<file path="src/rtl/fpmul32_seq_ctrl.sv">
// FP32 multiplier sequencer: handshake in, MUL -> NORM -> RND -> OUT, one operation in flight,
// wrapped around a single combinational 24x24 significand multiplier.

module mult24 (
  input  logic [23:0] a,
  input  logic [23:0] b,
  output logic [47:0] p
);
  assign p = {24'd0, a} * {24'd0, b};
endmodule

module fpmul32_seq_ctrl #(
  parameter int unsigned TAG_W = 4,
  parameter logic [31:0] QNAN  = 32'h7FC00000
) (
  input  logic             clk,
  input  logic             rst,
  input  logic             in_valid,
  output logic             in_ready,
  input  logic [31:0]      in_a,
  input  logic [31:0]      in_b,
  input  logic [TAG_W-1:0] in_tag,
  output logic             out_valid,
  input  logic             out_ready,
  output logic [31:0]      out_result,
  output logic [3:0]       out_flags,
  output logic [TAG_W-1:0] out_tag
);

  typedef enum logic [2:0] {
    ST_INIT = 3'd0,
    ST_IDLE = 3'd1,
    ST_MUL  = 3'd2,
    ST_NORM = 3'd3,
    ST_RND  = 3'd4,
    ST_OUT  = 3'd5
  } state_t;

  typedef enum logic [2:0] {
    CL_NORMAL  = 3'd0,
    CL_QNAN    = 3'd1,
    CL_INVALID = 3'd2,
    CL_INF     = 3'd3,
    CL_ZERO    = 3'd4
  } class_t;

  state_t                  state_r, state_s;
  logic                    in_ready_r, out_valid_r;
  logic [31:0]             a_r, b_r;
  logic [TAG_W-1:0]        tag_r;
  logic [7:0]              ea_s, eb_s;
  logic [22:0]             fa_s, fb_s;
  logic                    a_zero_s, b_zero_s, a_inf_s, b_inf_s, a_nan_s, b_nan_s;
  logic [47:0]             prod_s, prod_r;
  logic                    sign_r;
  logic signed [9:0]       eraw_s, eraw_r;
  class_t                  class_s, class_r;
  logic [22:0]             man_s, man_r;
  logic                    g_s, g_r, st_s, st_r;
  logic signed [9:0]       e_s, e_r;
  logic                    rnd_up_s;
  logic [23:0]             man_rnd_s;
  logic [22:0]             man_fin_s;
  logic signed [9:0]       e_fin_s;
  logic [31:0]             result_s;
  logic [3:0]              flags_s;
  logic [31:0]             out_result_r;
  logic [3:0]              out_flags_r;
  logic [TAG_W-1:0]        out_tag_r;

  assign in_ready   = in_ready_r;
  assign out_valid  = out_valid_r;
  assign out_result = out_result_r;
  assign out_flags  = out_flags_r;
  assign out_tag    = out_tag_r;

  // Operand field decode; exponent zero covers denormals, which flush to zero
  assign ea_s     = a_r[30:23];
  assign eb_s     = b_r[30:23];
  assign fa_s     = a_r[22:0];
  assign fb_s     = b_r[22:0];
  assign a_zero_s = (ea_s == 8'h00);
  assign b_zero_s = (eb_s == 8'h00);
  assign a_inf_s  = (ea_s == 8'hFF) && (fa_s == 23'd0);
  assign b_inf_s  = (eb_s == 8'hFF) && (fb_s == 23'd0);
  assign a_nan_s  = (ea_s == 8'hFF) && (fa_s != 23'd0);
  assign b_nan_s  = (eb_s == 8'hFF) && (fb_s != 23'd0);
  assign eraw_s   = $signed({2'b00, ea_s}) + $signed({2'b00, eb_s}) - 10'sd127;

  mult24 u_mult24 (
    .a ({~a_zero_s, fa_s}),
    .b ({~b_zero_s, fb_s}),
    .p (prod_s)
  );

  // Next-state logic
  always_comb begin
    state_s = state_r;
    case (state_r)
      ST_INIT: state_s = ST_IDLE;
      ST_IDLE: begin
        if (in_valid) state_s = ST_MUL;
        else          state_s = ST_IDLE;
      end
      ST_MUL:  state_s = ST_NORM;
      ST_NORM: state_s = ST_RND;
      ST_RND:  state_s = ST_OUT;
      ST_OUT: begin
        if (out_ready) state_s = ST_IDLE;
        else           state_s = ST_OUT;
      end
      default: state_s = ST_INIT;
    endcase
  end

  // State register with registered handshake outputs
  always_ff @(posedge clk) begin
    if (rst) begin
      state_r     <= ST_INIT;
      in_ready_r  <= 1'b0;
      out_valid_r <= 1'b0;
    end else begin
      state_r     <= state_s;
      in_ready_r  <= (state_s == ST_IDLE);
      out_valid_r <= (state_s == ST_OUT);
    end
  end

  // Special-case classification in priority order
  always_comb begin
    if (a_nan_s || b_nan_s) begin
      class_s = CL_QNAN;
    end else if ((a_inf_s && b_zero_s) || (b_inf_s && a_zero_s)) begin
      class_s = CL_INVALID;
    end else if (a_inf_s || b_inf_s) begin
      class_s = CL_INF;
    end else if (a_zero_s || b_zero_s) begin
      class_s = CL_ZERO;
    end else begin
      class_s = CL_NORMAL;
    end
  end

  // Normalise: leading one sits at bit 47 or 46 of the product
  always_comb begin
    if (prod_r[47]) begin
      man_s = prod_r[46:24];
      g_s   = prod_r[23];
      st_s  = |prod_r[22:0];
      e_s   = eraw_r + 10'sd1;
    end else begin
      man_s = prod_r[45:23];
      g_s   = prod_r[22];
      st_s  = |prod_r[21:0];
      e_s   = eraw_r;
    end
  end

  assign rnd_up_s  = g_r & (st_r | man_r[0]);
  assign man_rnd_s = {1'b0, man_r} + {23'd0, rnd_up_s};

  // Round-to-nearest-even carry handling
  always_comb begin
    if (man_rnd_s[23]) begin
      man_fin_s = 23'd0;
      e_fin_s   = e_r + 10'sd1;
    end else begin
      man_fin_s = man_rnd_s[22:0];
      e_fin_s   = e_r;
    end
  end

  // Result packing and flags {invalid, overflow, underflow, inexact}
  always_comb begin
    result_s = 32'd0;
    flags_s  = 4'b0000;
    case (class_r)
      CL_QNAN: begin
        result_s = QNAN;
        flags_s  = 4'b0000;
      end
      CL_INVALID: begin
        result_s = QNAN;
        flags_s  = 4'b1000;
      end
      CL_INF: begin
        result_s = {sign_r, 8'hFF, 23'd0};
        flags_s  = 4'b0000;
      end
      CL_ZERO: begin
        result_s = {sign_r, 31'd0};
        flags_s  = 4'b0000;
      end
      CL_NORMAL: begin
        if (e_fin_s >= 10'sd255) begin
          result_s = {sign_r, 8'hFF, 23'd0};
          flags_s  = 4'b0101;
        end else if (e_fin_s <= 10'sd0) begin
          result_s = {sign_r, 31'd0};
          flags_s  = 4'b0011;
        end else begin
          result_s = {sign_r, e_fin_s[7:0], man_fin_s};
          flags_s  = {3'b000, g_r | st_r};
        end
      end
      default: begin
        result_s = QNAN;
        flags_s  = 4'b1000;
      end
    endcase
  end

  // Datapath registers, each stage loaded only in its own state
  always_ff @(posedge clk) begin
    if (rst) begin
      a_r          <= 32'd0;
      b_r          <= 32'd0;
      tag_r        <= '0;
      prod_r       <= 48'd0;
      sign_r       <= 1'b0;
      eraw_r       <= 10'sd0;
      class_r      <= CL_ZERO;
      man_r        <= 23'd0;
      g_r          <= 1'b0;
      st_r         <= 1'b0;
      e_r          <= 10'sd0;
      out_result_r <= 32'd0;
      out_flags_r  <= 4'b0000;
      out_tag_r    <= '0;
    end else begin
      if ((state_r == ST_IDLE) && in_valid) begin
        a_r   <= in_a;
        b_r   <= in_b;
        tag_r <= in_tag;
      end
      if (state_r == ST_MUL) begin
        prod_r  <= prod_s;
        sign_r  <= a_r[31] ^ b_r[31];
        eraw_r  <= eraw_s;
        class_r <= class_s;
      end
      if (state_r == ST_NORM) begin
        man_r <= man_s;
        g_r   <= g_s;
        st_r  <= st_s;
        e_r   <= e_s;
      end
      if (state_r == ST_RND) begin
        out_result_r <= result_s;
        out_flags_r  <= flags_s;
        out_tag_r    <= tag_r;
      end
    end
  end

endmodule

</file>
<file path="config.mk">
export PLATFORM = sky130hd
export DESIGN_NAME = fpmul32_seq_ctrl
export DESIGN_NICKNAME = d
export VERILOG_FILES = /design/src/rtl/fpmul32_seq_ctrl.sv
export SDC_FILE = /design/constraint.sdc
export NUM_CORES = 2
export LEC_CHECK = 0
export BUFFER_PORTS_ARGS = -buffer_cell sky130_fd_sc_hd__buf_2
export CORE_UTILIZATION = 56
export CTS_CLUSTER_DIAMETER = 150
export DETAILED_ROUTE_END_ITERATION = 10
export GPL_ROUTABILITY_DRIVEN = 0
export MAX_ROUTING_LAYER = met4
export PLACE_DENSITY = 0.73
export SYNTH_ARGS = -nofsm -noshare
export SYNTH_HDL_FRONTEND = slang
export SYNTH_SLANG_ARGS = --single-unit
export TNS_END_PERCENT = 50
</file>
<file path="constraint.sdc">
create_clock -name clk -period 19.21 [get_ports clk]
set_input_delay 2.8815 -clock clk [delete_from_list [all_inputs] [get_ports clk]]
set_output_delay 2.8815 -clock clk [all_outputs]
set_load 0.02 [all_outputs]
</file>
# After elaboration in Yosys (flattened, before gate mapping)
# Cells that the tools add are included.
# classes
addsub,5
n_mul,1
n_lt_le_gt_ge,2
eq_ne,12
muxes,19
bitwise,6
reduce_logical,22
# op_table
op,n
$pmux 32 s3,1
$mux 31,2
$mul 24x24->48,1
$logic_not 23->1,2
$mux 23,2
$reduce_bool 23->1,2
$add 23x1->24,1
$reduce_or 23->1,1
$reduce_or 22->1,1
$add 10x2->10 const B,2
$mux 10,2
$mux 3,6
$pmux 3 s6,1
$eq 8x8->1 const B,2
$logic_not 8->1,2
$eq 3x3->1 const B,4
$ge 10x9->1 const B,1
$le 10x1->1 const B,1
$sub 9x7->10 const B,1
$add 8x8->9,1
$eq 3x1->1 const B,3
$eq 3x2->1 const B,3
$pmux 4 s2,1
$logic_and 1x1->1,7
other kinds (9),17
# word_totals
register_bits,210

# Logic depth before layout (Yosys ltp)
# logic_depth
ltp_word,8
ltp_mapped,28
mapped_depth_nobuf,25

# By module
# Synthesis repeated with hierarchy kept, for this count alone.
# hier_totals
hier_cells,3311
area_unflattened_um2,28272.1
# modules_own_cells
mod,instances,cells_each,area_each_um2,seq_area_each_um2
mult24,1,2177,19193.4,0.0
fpmul32_seq_ctrl,1,1134,9078.7,4204.0

# Worst setup path before layout
# Ideal clock, no wire load.
# synth_timing
kind,reg2reg
start,register a_r[27]
end,register prod_r[41]
setup_time_ns,0.117
arrival_time_ns,6.903
required_time_ns,19.093
slack_ns,12.189
path_stages_with_launch,27
n_path_buf,2
synth_period_minus_slack_ns,7.021
cell_sequence,dfxtp_1 -> nor4_1 -> nand2_1 -> clkbuf_1 -> and2_1 -> fa_1 -> fa_1 -> fa_1 -> inv_1 -> fa_1 -> inv_1 -> fa_1 -> inv_1 -> fa_1 -> inv_1 -> fa_1 -> ha_1 -> clkbuf_1 -> a21oi_1 -> o21ai_0 -> a31oi_1 -> o211ai_1 -> a31o_1 -> o31ai_1 -> a211oi_1 -> or3_1 -> a32o_1
# synth_via
elab_chain_cells,3
# synth_rtl
element,line_no,rtl
from (decl),49,"logic [31:0] a_r, b_r;"
from (signal assigned),232,a_r <= in_a;
$logic_not 8->1,82,assign a_zero_s = (ea_s == 8'h00);
$not 1->1,91,".a ({~a_zero_s, fa_s}),"
$mul 24x24->48,9,"assign p = {24'd0, a} * {24'd0, b};"
to (signal assigned),237,prod_r <= prod_s;
to (decl),54,"logic [47:0] prod_s, prod_r;"
# No other way between the ends.
# A chain may end at the register's enable or synchronous reset.

# Worst setup path after layout
# layout_timing
start,register b_r[11]
end,register prod_r[41]
# layout_via
elab_chain_cells,1
# layout_rtl
element,line_no,rtl
from (decl),49,
from (signal assigned),233,b_r <= in_b;
$mul 24x24->48,9,
# No other way between the ends.

==> qor.yml <==
dieArea_sq_um: 51000
synth-edff-count: 0
min_delay_path_depth: 2
slew-limit-headroom_pct: 13.3
reg2reg_depth: 23
core_sq_um: 49200
nets: 4012
netlist-cell-type-count: 73
post_cts_buffers: 0
finalInstanceArea_sq_um: 29900
p_leak_uw: 0.0135
ys_warn_count: 0
syn_area_per_cell_sq_um: 8.52
drt_first_iter_violations: 1576
fillCellCount: 4167
final_max_slew_viol_count: 0
grt_pass1_wl_mm: 124
dpl.hpwl_mm: 55.6
period_needed_ns: 8.19
cp.arrival_ns: 8.66
fin_setup_tns_ns: 0
cts-buffers-inserted: 25
hold_buffers: 0
wire_per_inst_um: 19.0
clock_latency_ns: 0.57
grtUsageTotal_pct: 32.0
hp-start: "out_result[15]$_SDFFE_PP0P_"
start_kind: "flop"
drive_gt1_share_pct: 7.68
area_delta_synth_final_pct: 6.63
fmax_mhz: 122
worstMarginPinSlew_ns: 1.30
crit_path_end_kind: "flop"
hold_end: "out_result[15]$_SDFFE_PP0P_"
tritoncts: "built"
ctsResizeCount: 0
cts_sinks: 210
start_util_pct: 57.1
r2r_slack_ns: 11.02
syn-num-nets: 4041
wl_mm: 75.1
grt.overflow.total: 0
clockRootBuffer: "clkbuf_16"
row_count: 81
vias: 22452
synth_top_flop_cell: "dfxtp_1"
die_h_um: 226
synth-seq-area-share_pct: 15.0
drv_cap: 0
cp.required_ns: 19.67
p_per_area_nw_per_um2: 43.6
clockBufferDepth: 3
fin_worst_skew_ns: 0.0116
die_w_um: 226
ioPinCount: 114
port_buffers: 113
r2r-end: "prod_r[41]$_SDFFE_PP0P_"
setup-violations-final: 0
finalCritPeriodShare_pct: 42.7
synth_area_sq_um: 28000
clk_pin_slew_worst_paths_ns: 0.07
status: "completed"
synth-seq-cells: 210
drc: 0
grt_pass1_vias: 24119
via_per_inst: 5.69
ant_nets: 0
antenna_found_initial: 1
hold_path_class: "reg -> reg"
rsz0062_at_grt: "no"
cts_max_level: 1
grt_max_degree: 90
critical_path_class: "reg -> reg"
first_pass_iters: 5
ys_async_sr_fraction_pct: 0
finalHoldViolCount: 0
crit_fanout: 26
placed_area_sq_um: 29000
r2r_start: "b_r[11]$_SDFFE_PP0P_"
peakVddDrop_mv: 0.0621
syn_inst: 3293
antennaDiodeCount: 0
==> state kept, by name, summed over array words and instances, names as in the netlist <==
name	flops
in_ready	1
g_r	1
eraw_r	10
out_flags	4
sign_r	1
prod_r	48
out_result	32
st_r	1
e_r	10
tag_r	4
out_valid	1
out_tag	4
b_r	32
state_r	3
a_r	32
class_r	3
man_r	23
==> layer usage <==
layer | wire, um | up-vias | track usage, % | part of all wire, %
met1 | 28900 | 11156 | 38.0 | 39
li1 | - | 10123 | - | -
met2 | 36400 | 942 | 53.8 | 48
met4 | 3700 | 0 | 13.9 | 4.9
met3 | 6030 | 231 | 4.92 | 8.0
met5 | 0 | - | - | 0
==> stage by stage <==
stage,hold slack (ns),setup slack (ns),instances,utilization (%),power (uW)
6_report,0.451,11.02,3946,60.8,1300
2_1_floorplan,0.425,12.19,3293,-,657
3_3_place_gp,0.436,11.31,3900,58.9,748
5_1_grt,0.469,10.72,3946,60.8,1360
3_5_place_dp,0.438,11.11,3900,58.9,756
4_1_cts,0.453,11.10,3945,60.8,1310
==> critical path: stages (launching register included) <==
cell	delay (ns)
dfxtp_1	1.18
nand2_1	0.16
fa_1	0.54
inv_1	0.06
fa_1	0.53
inv_1	0.06
fa_1	0.48
fa_1	0.54
inv_1	0.05
fa_1	0.48
inv_1	0.05
fa_1	0.48
inv_1	0.05
fa_1	0.43
ha_1	0.37
and2_1	0.30
nor3b_1	0.31
nand2_1	0.11
or4_1	0.61
a31oi_1	0.40
o31ai_1	0.22
a211oi_1	0.28
o21ai_0	0.12
a32o_1	0.27
==> worst max-delay path by stage <==
stage / startpoint / end / slack, ns / depth (start not counted)
finish: b_r[11]$_SDFFE_PP0P_ / prod_r[41]$_SDFFE_PP0P_ / 11.02 / 23
global route: b_r[11]$_SDFFE_PP0P_ / prod_r[41]$_SDFFE_PP0P_ / 10.72 / 23
CTS: a_r[16]$_SDFFE_PP0P_ / prod_r[41]$_SDFFE_PP0P_ / 11.10 / 23
detailed placement: a_r[16]$_SDFFE_PP0P_ / prod_r[41]$_SDFFE_PP0P_ / 11.11 / 23
global placement: a_r[16]$_SDFFE_PP0P_ / prod_r[41]$_SDFFE_PP0P_ / 11.31 / 23
floorplan: a_r[27]$_SDFFE_PP0P_ / prod_r[41]$_SDFFE_PP0P_ / 12.19 / 26
==> report_power, final <==
group	switching, uW	internal, uW
clock	214	337
sequential	28.7	450
combinational	182	93.4
==> area by class of cell <==
cell class              instances  area [sq um]  share of cell area, %
repair buffers                155           891                   2.98
clock buffers                  29           681                   2.28
inverters                     546          2050                   6.85
multi-input cells            2326         21000                   70.2
well taps                     664           831                   2.78
flip-flops and latches        210          4200                   14.1
clock inverters                16           267                  0.891
==> cells in the mapped netlist (all sizes together), types with 44 or more instances <==
cell	number	share of area [%]
nor2	92	1.2
and2	226	5.0
fa	483	34
xnor2	44	1.4
dfxtp	210	15
nand2	650	8.7
clkbuf	188	2.5
a21oi	179	3.2
ha	193	8.6
inv	546	7.3
o21ai	63	1.4
a211oi	48	1.3
==> layout by cell type, fill, tap and decap left out, drive strengths merged, types with 48 or more instances in the layout <==
cell type and count:
a211oi 48, buf 155, a21oi 179, o21ai 63
nand2 650, dfxtp 210, inv 550, fa 483
ha 193, and2 226, nor2 92
==> kinds of logic (layout without fill, tap and decap cells) <==
| logic type | count (synthesis) | count (layout) | share of synthesized area (%) |
|---|---|---|---|
| xor gates and xnor gates | 81 | 81 | 2.53 |
| muxes | 30 | 30 | 1.09 |
| DFF | 210 | 210 | 15.0 |
| and+or+nand+nor | 1131 | 1131 | 18.8 |
| AOI/OAI and AO/OA | 408 | 408 | 9.26 |
| adders and majority gates | 676 | 676 | 43.1 |
| buffers and inverters | 757 | 746 | 10.2 |
Note: power is estimated with default switching activity, not from simulation.
